$ cat src/rtl/sum_accumulator.sv
// sum_accumulator
//   Collects COUNT consecutive unsigned samples from the adder's sum output,
//   delivered over a valid/ready handshake, and adds them into a wider running
//   total. The saturated block total and a saturation flag are then offered on
//   a second valid/ready handshake. The block does not accept new samples while
//   a result is waiting to be taken.
//
// Parameters
//   WIDTH      width of incoming samples
//   ACC_WIDTH  width of accumulator and out_total (must be > WIDTH)
//   COUNT      samples per block (>= 1)
//
// Ports
//   clk           rising-edge clock
//   rst_n         synchronous reset, active low (priority over clear)
//   in_sum        incoming sample, unsigned
//   in_valid      in_sum is valid this cycle
//   in_ready      block accepts a sample this cycle
//   clear         synchronous abort of the current block / held result
//   out_total     saturated block total
//   out_overflow  block total saturated
//   out_valid     out_total / out_overflow are valid
//   out_ready     consumer takes the result
module sum_accumulator #(
    parameter int WIDTH     = 8,
    parameter int ACC_WIDTH = 16,
    parameter int COUNT     = 4
) (
    input  logic                 clk,
    input  logic                 rst_n,
    input  logic [WIDTH-1:0]     in_sum,
    input  logic                 in_valid,
    output logic                 in_ready,
    input  logic                 clear,
    output logic [ACC_WIDTH-1:0] out_total,
    output logic                 out_overflow,
    output logic                 out_valid,
    input  logic                 out_ready
);

    // A 1-bit counter is kept even for COUNT=1 so the vector is never empty.
    localparam int CNT_W = (COUNT > 1) ? $clog2(COUNT) : 1;
    localparam logic [CNT_W-1:0] LAST_CNT = CNT_W'(COUNT - 1);

    typedef enum logic {
        ACCUM = 1'b0,
        HOLD  = 1'b1
    } state_t;

    state_t               state;
    state_t               next_state;
    logic [ACC_WIDTH-1:0] acc;
    logic [CNT_W-1:0]     cnt;
    logic                 sat;

    logic                 take;       // sample handshake this cycle
    logic                 last;       // the sample being taken closes the block
    logic [ACC_WIDTH:0]   sum_wide;   // one extra bit exposes the carry out
    logic [ACC_WIDTH-1:0] acc_next;
    logic                 sat_next;

    // ------------------------------------------------------------------
    // Datapath arithmetic
    // ------------------------------------------------------------------
    assign take = in_valid && in_ready;
    assign last = (cnt == LAST_CNT);

    always_comb begin
        // NOTE: every signal driven here gets a default first, so no path
        // through the block can leave it unassigned and infer a latch.
        sum_wide = {1'b0, acc} + {{(ACC_WIDTH + 1 - WIDTH){1'b0}}, in_sum};
        acc_next = sum_wide[ACC_WIDTH-1:0];
        sat_next = sat;
        if (sum_wide[ACC_WIDTH]) begin
            // Once pinned at all ones, adding anything keeps it there.
            acc_next = {ACC_WIDTH{1'b1}};
            sat_next = 1'b1;
        end
    end

    // ------------------------------------------------------------------
    // FSM: state register
    // ------------------------------------------------------------------
    always_ff @(posedge clk) begin
        if (!rst_n) begin
            state <= ACCUM;
        end else begin
            state <= next_state;
        end
    end

    // ------------------------------------------------------------------
    // FSM: next-state logic (clear overrides both handshakes)
    // ------------------------------------------------------------------
    always_comb begin
        next_state = state;
        if (clear) begin
            next_state = ACCUM;
        end else begin
            case (state)
                ACCUM:   if (take && last) next_state = HOLD;
                HOLD:    if (out_ready)    next_state = ACCUM;
                default: next_state = ACCUM;
            endcase
        end
    end

    // ------------------------------------------------------------------
    // FSM: outputs decoded from the registered state
    // ------------------------------------------------------------------
    always_comb begin
        in_ready  = (state == ACCUM) && !clear;
        out_valid = (state == HOLD);
    end

    // ------------------------------------------------------------------
    // Accumulator, counter, saturation flag and result registers
    // ------------------------------------------------------------------
    always_ff @(posedge clk) begin
        // NOTE: state updates use non-blocking assignments so every register
        // samples the pre-edge values, independent of statement order.
        if (!rst_n) begin
            acc          <= '0;
            cnt          <= '0;
            sat          <= 1'b0;
            out_total    <= '0;
            out_overflow <= 1'b0;
        end else if (clear) begin
            // Result registers keep their values; out_valid drops with the
            // state, so their contents are meaningless until the next block.
            acc <= '0;
            cnt <= '0;
            sat <= 1'b0;
        end else begin
            case (state)
                ACCUM: begin
                    if (take) begin
                        if (last) begin
                            out_total    <= acc_next;
                            out_overflow <= sat_next;
                        end else begin
                            acc <= acc_next;
                            cnt <= cnt + 1'b1;
                            sat <= sat_next;
                        end
                    end
                end
                HOLD: begin
                    if (out_ready) begin
                        acc <= '0;
                        cnt <= '0;
                        sat <= 1'b0;
                    end
                end
                default: ;
            endcase
        end
    end

endmodule
$ cat config.mk
export PLATFORM = sky130hd
export DESIGN_NAME = sum_accumulator
export DESIGN_NICKNAME = d
export VERILOG_FILES = /design/src/rtl/sum_accumulator.sv
export SDC_FILE = /design/constraint.sdc
export NUM_CORES = 1
export LEC_CHECK = 0
export CAP_MARGIN = 40
export CORE_MARGIN = 2
export CORE_UTILIZATION = 50
export CTS_CLUSTER_SIZE = 28
export DETAILED_ROUTE_END_ITERATION = 6
export PLACE_DENSITY_LB_ADDON = 0.3
export SLEW_MARGIN = 10
export SYNTH_ARGS = -nofsm -noshare
export SYNTH_HDL_FRONTEND = slang
export SYNTH_SLANG_ARGS = --single-unit
$ cat constraint.sdc
create_clock -name clk -period 2.65 [get_ports clk]
set_input_delay 0.53 -clock clk [delete_from_list [all_inputs] [get_ports clk]]
set_output_delay 0.53 -clock clk [all_outputs]
set_load 0.01 [all_outputs]
Word-level counts from Yosys, hierarchy flattened
Index checks and enable logic that the tools add are counted.
- eq/ne operators: 4
- bitwise gates (word level): 3
- reductions and logical operators: 7
- mux-type cells: 17
- $add $sub $neg: 2
- operator list (cell ; count):
    16-bit 2-to-1 mux ; 4
    16-bit case mux with 2 select lines ; 1
    16-bit by 8-bit adder with 17-bit output ; 1
    1-bit 2-to-1 mux ; 6
    2-bit 2-to-1 mux ; 3
    2-bit != test, second input constant ; 3
    1-bit case mux with 2 select lines ; 2
    2-bit case mux with 2 select lines ; 1
    4-bit AND reduction ; 1
    1-bit logical AND ; 3
    1-bit inverter ; 3
    3-bit AND reduction ; 1
    2-bit by 1-bit adder with 2-bit output, second input constant ; 1
    2-bit equality test, second input constant ; 1
    2-bit OR reduction ; 1
    1-bit logical NOT ; 1
- input bits: 13
- logic and storage cells: 39
- register bits after elaboration: 37

Depth between registers and ports, before layout
Gate-level depths: netlist (run 1).
- depth in word-level cells: 6
- depth in mapped cells: 8
- gate-level depth less buffers: 7

Worst setup path after synthesis (run 1)
OpenSTA, ideal clock, no wires.
- kind: input to register
- start point: input port in_sum[0]
- end point: register acc[6]
- arrival time: 2.283 ns
- path buffers: 0
- setup slack: 0.249 ns
- stages: 7
- cells stage by stage: ha_1 -> fa_1 -> a211oi_1 -> nor3_1 -> o21ai_2 -> o2111ai_1 -> a32o_1
- word-level cells in the longest chain between the ends: 5
- ends and longest elaborated chain (element ; line ; source):
    start, declared ; 31 ; input logic [WIDTH-1:0] in_sum,
    16-bit by 8-bit adder with 17-bit output ; 71 ; sum_wide = {1'b0, acc} + {{(ACC_WIDTH + 1 - WIDTH){1'b0}}, in_sum};
    16-bit 2-to-1 mux ; 74 ; if (sum_wide[ACC_WIDTH]) begin
    16-bit 2-to-1 mux ; 138 ; if (last) begin
    16-bit 2-to-1 mux ; 137 ; if (take) begin
    16-bit case mux with 2 select lines ; 135 ; case (state)
    end signal, assigned ; 142 ; acc <= acc_next;
    end, declared ; 52 ; logic [ACC_WIDTH-1:0] acc;
Every way passes these cells. The select of a mux whose other input is x is not followed.
A chain may end at the register's enable or synchronous reset.

Worst setup path after layout (run 1)
- start point: input port in_sum[0]
- end point: register out_total[13]
- word-level cells in the longest chain between the ends: 2
- ends and longest elaborated chain (element ; line ; source):
    16-bit by 8-bit adder with 17-bit output ; 71 ;
    16-bit 2-to-1 mux ; 74 ;
    end signal, assigned ; 139 ; out_total <= acc_next;
    end, declared ; 35 ; output logic [ACC_WIDTH-1:0] out_total,
Every way passes these cells.

==> reports/metrics.cfg, run 1 <==
[floorplan]
die_w_um=69.3
die_h_um=69.3
fp-row-count=23
die_area_um2=4800
core_area_um2=4060
start_util_pct=52.5
ios=32

[logic_synthesis]
syn_area_um2=2130
synth.avg_cell_area_um2=8.52
synthCells=250
synth-seq-cells=37
ys_warn_count=0
synthDistinctLibCells=54
syn-num-nets=273
ys_seq_area_share_pct=34.8

[timing]
slew_viol_final=0
fmax_mhz=398
tightestPinTransition_ns=0.586
finalClockSkew_ns=0.00824
setup_viol=0
setup_slack_ns=0.139
period_needed_ns=2.51
hold_viol_final=0
slew_headroom_pct=60.6
fin_crit_sh_pct=94.7

[flow_run]
max_cap_viol_count=0

[setup_path]
startpoint=in_sum[0]
reg2reg_slack_ns=0.49
endpoint_kind=flip-flop
ff2ff_path_depth=7
cp_data_required_time_ns=2.84
r2r_end=out_total[13]
crit_fanout=12
worstSetupStartpointType=input pin
r2r-start=acc[0]
cp.arrival_ns=2.70
crit_type=in2reg

[global_routing]
grt_max_degree=20
gr-total-overflow=0
grt.total_usage_pct=23.6
antenna_found_initial=0
grt_pass1_vias=2037
grt_pass1_wl_mm=9.40

[detailed_routing]
routed_via_density=6.23
first_iter_violations=194
vias=2167
drtAntennaViolNets=0
routedWlPerCell_um=16.4
drtPass1Iterations=4
routed_wl_mm=5.71
drc=0

[clock_tree]
h-tree-depth=2
cts_tree=yes
clkTransAtPathRegs_ns=0.08
postCtsHoldBufs=0
cts_root_buf=clkbuf_8
cts_made_buffers=5
clock-sinks=37
clk_latency_ns=0.29
cts_buffer_depth=2

[placed_design]
dp_cells=340
port_buffers=31
hpwlAfterDp_mm=4.13
globalplace.congestion=0.934
dp_slack_ns=-0.269
postPlaceCellArea_um2=2610

[layout]
utilization_pct=67.8
final_common_cell=dfxtp_1
design_area_um2=2750
antennaDiodeCount=0
fin_cells=348
drive_gt1_share_pct=15.8
area.growth.synth_to_final_pct=29.1
finalNetCount=320
layout_common_cells=dfxtp_1 (37), clkdlybuf4s50_1 (31), o21ai_0 (24)

[power_and_ir_drop]
vdd_ir_drop_max_v=0.000360
p_per_area_nw_per_um2=469
power_leakage_nw=0.989

[hold_path]
worstHoldStart=acc[4]
hold_end=acc[4]
hold_depth=2
hp-class=reg2reg

[outcome]
status=complete, no violations

-- layout make-up --
cell class	count	area, um2
clock buffers	5	68.8
clock inverters	3	65.1
fillers	343	1310
inverters	4	15.0
multi-input cells	194	1290
flip-flops and latches	37	741
well taps	50	62.6
repair buffers	55	503
-- cell families (layout without fill, tap and decap cells) --
logic type / count (synthesis) / count (layout) / synth area share, %
adders and majority gates: 10 / 10 / 6.23
xor gates and xnor gates: 5 / 5 / 2.06
DFF: 37 / 37 / 34.8
and+or+nand+nor: 82 / 82 / 20.7
muxes: 2 / 2 / 0.940
AOI/OAI and AO/OA: 95 / 95 / 30.5
buffers and inverters: 19 / 67 / 4.76
-- power by group --
part / switching (mW) / total [mW] / internal, mW
combinational: 0.0779 / 0.145 / 0.0667
clock: 0.210 / 0.584 / 0.374
sequential: 0.00281 / 0.562 / 0.560
total: 0.291 / 1.29 / 1.00
-- metrics by stage --
| stage | hold WS [ns] | setup TNS [ns] | total power [mW] |
|---|---|---|---|
| floorplan | 0.436 | 0 | 0.652 |
| global placement | 0.443 | -3.51 | 0.714 |
| detailed placement | 0.459 | -5.27 | 0.715 |
| CTS | 0.470 | 0 | 1.29 |
| global route | 0.508 | -0.00741 | 1.33 |
| finish | 0.465 | 0 | 1.29 |
-- Yosys cell counts (all sizes together) --
| library cell | number | share of area [%] |
|---|---|---|
| a2111oi | 3 | 2.1 |
| a211oi | 6 | 2.1 |
| a21o | 2 | 0.70 |
| a21oi | 24 | 6.2 |
| a22oi | 1 | 0.35 |
| a311o | 1 | 0.47 |
| a311oi | 4 | 1.6 |
| a31oi | 5 | 1.5 |
| a32o | 1 | 0.47 |
| a32oi | 1 | 0.41 |
| a41oi | 2 | 1.2 |
| and3 | 5 | 1.5 |
| and4 | 1 | 0.41 |
| buf | 7 | 2.6 |
| clkbuf | 8 | 1.4 |
| dfxtp | 37 | 35 |
| fa | 1 | 0.94 |
| ha | 9 | 5.3 |
| inv | 4 | 0.70 |
| mux2i | 2 | 0.94 |
| nand2 | 12 | 2.5 |
| nand2b | 3 | 0.88 |
| nand3 | 11 | 3.1 |
| nand3b | 1 | 0.35 |
| nor2 | 20 | 3.6 |
| nor2b | 2 | 0.59 |
| nor3 | 18 | 4.2 |
| nor4 | 2 | 0.59 |
| nor4b | 2 | 1.1 |
| o2111ai | 3 | 1.2 |
| o211ai | 6 | 2.1 |
| o21a | 2 | 0.70 |
| o21ai | 27 | 6.5 |
| o21ba | 1 | 0.47 |
| o221ai | 1 | 0.41 |
| o22ai | 2 | 0.59 |
| o311ai | 2 | 0.82 |
| o41a | 1 | 0.53 |
| or2 | 1 | 0.29 |
| or3 | 4 | 1.6 |
| xnor2 | 1 | 0.41 |
| xor2 | 4 | 1.6 |
-- repair_timing --
item / in CTS / in global routing
gates resized for setup: 0 / 2
endpoints found under the setup margin: 0 / 14
buffers inserted: 0 / 0
-- how the worst max path moves through the flow --
stage	endpoint	slack [ns]
after floorplan	acc[6]	0.25
after global placement	out_total[12]	-0.22
after detailed placement	out_total[11]	-0.27
after CTS	out_total[12]	0.04
after global routing	acc[14]	-0.007
final	out_total[13]	0.14
-- sequential cells by signal, indices dropped and copies added, names as in the netlist --
| register | flops |
|---|---|
| cnt | 2 |
| out_total | 16 |
| acc | 16 |
| out_valid | 1 |
| sat | 1 |
| out_overflow | 1 |
-- metal layers --
layer / vias up / routed length, um / global-route usage [%]
met5: - / 0 / 0
met4: 0 / 98 / 11.1
met3: 10 / 389 / 5.52
met2: 85 / 2740 / 38.2
met1: 1017 / 2490 / 29.6
li1: 1055 / - / -
-- worst max-delay path: stages --
cell and delay, ns:
clkdlybuf4s50_1 0.46, ha_1 0.19, fa_2 0.25, a211oi_2 0.10
or3_4 0.44, a21oi_4 0.35, nor3_1 0.09, a311oi_1 0.28
No activity file was read; power rests on OpenSTA's default activity.
==> inputs of run 2 (changes only) <==
--- a/config.mk
+++ b/config.mk
@@ -6,8 +6,9 @@
 export NUM_CORES = 1
 export LEC_CHECK = 0
 export CAP_MARGIN = 40
-export CORE_MARGIN = 2
+export CORE_MARGIN = 4
 export CORE_UTILIZATION = 50
+export CTS_CLUSTER_DIAMETER = 200
 export CTS_CLUSTER_SIZE = 28
 export DETAILED_ROUTE_END_ITERATION = 6
 export PLACE_DENSITY_LB_ADDON = 0.3
==> run 2 against run 1 <==
Clock skew is 0.0031 ns lower; global-route usage is 0.65 points lower; register-to-register slack worse by 0.02 ns.
==> reports/metrics.cfg, run 2 (synthesis gave the netlist of run 1 again) <==
[outcome]
status=complete, no violations

[setup_path]
cp.arrival_ns=2.74  ; +0.04 ns
slowest_stage=clkdlybuf4s50_1
r2r_end=acc[2]
critical-path-top-delay-family=compound AO/OA/AOI/OAI gates
crit_chain=clkdlybuf4s50_1 -> ha_1 -> fa_1 -> a211oi_2 -> or3_4 -> a21oi_4 -> nor2_1 -> a211oi_1
endpoint_kind=flip-flop
crit_path_max_incr_delay_ns=0.46  ; about the same
cp_data_required_time_ns=2.86  ; +0.02 ns
worstSetupStartpointType=input pin
crit_type=in2reg
r2r-start=acc[0]
ff2ff_path_depth=7  ; unchanged
reg2reg_slack_ns=0.47  ; -0.02 ns
critPathBufInv=1  ; unchanged
crit_fanout=13  ; +1

[detailed_routing]
drc=0  ; unchanged
routed_wl_mm=5.88  ; +2.9%
drtPass1Iterations=4  ; unchanged
vias=2113  ; -2.5%
drtAntennaViolNets=0  ; unchanged
routedWlPerCell_um=17.0  ; +3.5%
routed_via_density=6.11  ; -1.9%
first_iter_violations=190  ; -2.1%

[timing]
fin_crit_sh_pct=95.3  ; +0.53 points
finalClockSkew_ns=0.00512  ; -0.00312 ns
slew_headroom_pct=60.5  ; -0.16 points
tightestPinTransition_ns=0.591  ; +0.00470 ns
slew_viol_final=0  ; unchanged
setup_viol=0  ; unchanged
period_needed_ns=2.52  ; +0.0140 ns
fmax_mhz=396  ; -0.55%
hold_viol_final=0  ; unchanged

[placed_design]
postPlaceCellArea_um2=2590  ; -0.58%
globalplace.congestion=0.922  ; -1.3%
port_buffers=31  ; unchanged
hpwlAfterDp_mm=4.32  ; +4.6%

[floorplan]
die_h_um=73.3  ; +5.8%
start_util_pct=52.5  ; unchanged
die_area_um2=5370  ; +12%
core_area_um2=4060  ; unchanged
fp-row-count=23  ; unchanged
die_w_um=73.3  ; +5.8%
ios=32  ; unchanged

[layout]
antennaDiodeCount=0  ; unchanged
area.growth.synth_to_final_pct=28.5
final_common_cell=dfxtp_1
design_area_um2=2740  ; -0.50%
layout_common_cells=dfxtp_1 (37), clkdlybuf4s50_1 (31), o21ai_0 (24)
finalNetCount=318  ; -0.63%
drive_gt1_share_pct=14.9  ; -0.91 points
reg_top3=acc (16), out_total (16), cnt (2)

[power_and_ir_drop]
p_total_mw=1.31  ; +1.5%
p_per_area_nw_per_um2=479  ; +2.0%
vdd_ir_drop_max_v=0.000273  ; -24%
power_leakage_nw=0.979  ; -1.0%

[clock_tree]
cts_buffer_depth=2  ; unchanged
clk_latency_ns=0.30  ; about the same
clock-sinks=37  ; unchanged
cts_tree=yes
cts_made_buffers=5  ; unchanged
cts_root_buf=clkbuf_8
h-tree-depth=2  ; unchanged
clkTransAtPathRegs_ns=0.08  ; about the same

[hold_path]
hp-class=reg2reg
hold_depth=2  ; unchanged
hold_end=acc[4]
worstHoldStart=acc[4]

[global_routing]
grt.total_usage_pct=23.0  ; -0.65 points
grt_max_degree=20  ; unchanged
grt_pass1_vias=2035  ; -0.098%
antenna_found_initial=0  ; unchanged
gr-total-overflow=0  ; unchanged
grt_pass1_wl_mm=9.56  ; +1.8%

[flow_run]
max_cap_viol_count=0  ; unchanged

run 2: cell type report:
type | instances | area [um2]
fillers | 357 | 1320
multi-input cells | 194 | 1290
clock inverters | 3 | 68.8
inverters | 4 | 15.0
well taps | 50 | 62.6
flip-flops and latches | 37 | 741
repair buffers | 53 | 488
clock buffers | 5 | 68.8
run 2: repair_timing:
action	4_1_cts	5_1_grt
setup endpoints to repair	0	5
setup buffers	0	0
resized for setup	0	1
hold buffers	0	0
run 2: worst max-delay path by stage:
stage                     startpoint            end  slack, ns  cells past startpoint
final                      in_sum[0]         acc[2]       0.13                      8
after global routing       in_sum[0]         acc[2]     -0.003                      8
after CTS                  in_sum[0]  out_total[10]       0.06                      9
after detailed placement   in_sum[0]  out_total[12]      -0.25                      8
after global placement     in_sum[0]  out_total[12]      -0.21                      8
after floorplan            in_sum[0]         acc[6]       0.25                      7
run 2: report_power, final:
part           internal (mW)  leakage, nW  switching [mW]
registers              0.560        0.298         0.00307
clock network          0.379       0.0687           0.224
logic                 0.0666        0.612          0.0781
total                   1.01        0.979           0.305
run 2: per-layer routing:
metal	global-route usage, %	wire, um	share of wire [%]	up-vias
met5	0	0	0	-
met4	8.40	125	2.1	0
met3	5.34	345	5.9	12
met2	36.4	2740	47	73
met1	30.3	2670	45	979
li1	-	-	-	1049
run 2: worst reg2reg max path: stages (launching register included):
cell      delay [ns]
dfxtp_1         0.35
ha_1            0.19
fa_1            0.26
a211oi_2        0.11
or3_4           0.42
a21oi_4         0.39
nor2_1          0.15
a211oi_1        0.24
run 2: stage by stage:
stage / instances / setup slack (ns) / hold slack, ns / utilization, % / TNS [ns]
6_report: 346 / 0.125 / 0.460 / 67.4 / 0
4_1_cts: 346 / 0.0623 / 0.465 / 67.3 / 0
5_1_grt: 346 / -0.00295 / 0.505 / 67.4 / -0.00295
2_1_floorplan: 250 / 0.249 / 0.436 / - / 0
3_3_place_gp: 338 / -0.210 / 0.446 / 63.9 / -3.28
3_5_place_dp: 338 / -0.246 / 0.453 / 63.9 / -4.50
==> inputs of run 3 (changes only) <==
--- a/config.mk
+++ b/config.mk
@@ -12,7 +12,7 @@
 export CTS_CLUSTER_SIZE = 28
 export DETAILED_ROUTE_END_ITERATION = 6
 export PLACE_DENSITY_LB_ADDON = 0.3
-export SLEW_MARGIN = 10
+export SLEW_MARGIN = 20
 export SYNTH_ARGS = -nofsm -noshare
 export SYNTH_HDL_FRONTEND = slang
 export SYNTH_SLANG_ARGS = --single-unit
==> results of run 3 <==
Final layout, timing and power as in run 2 (identical DEF).
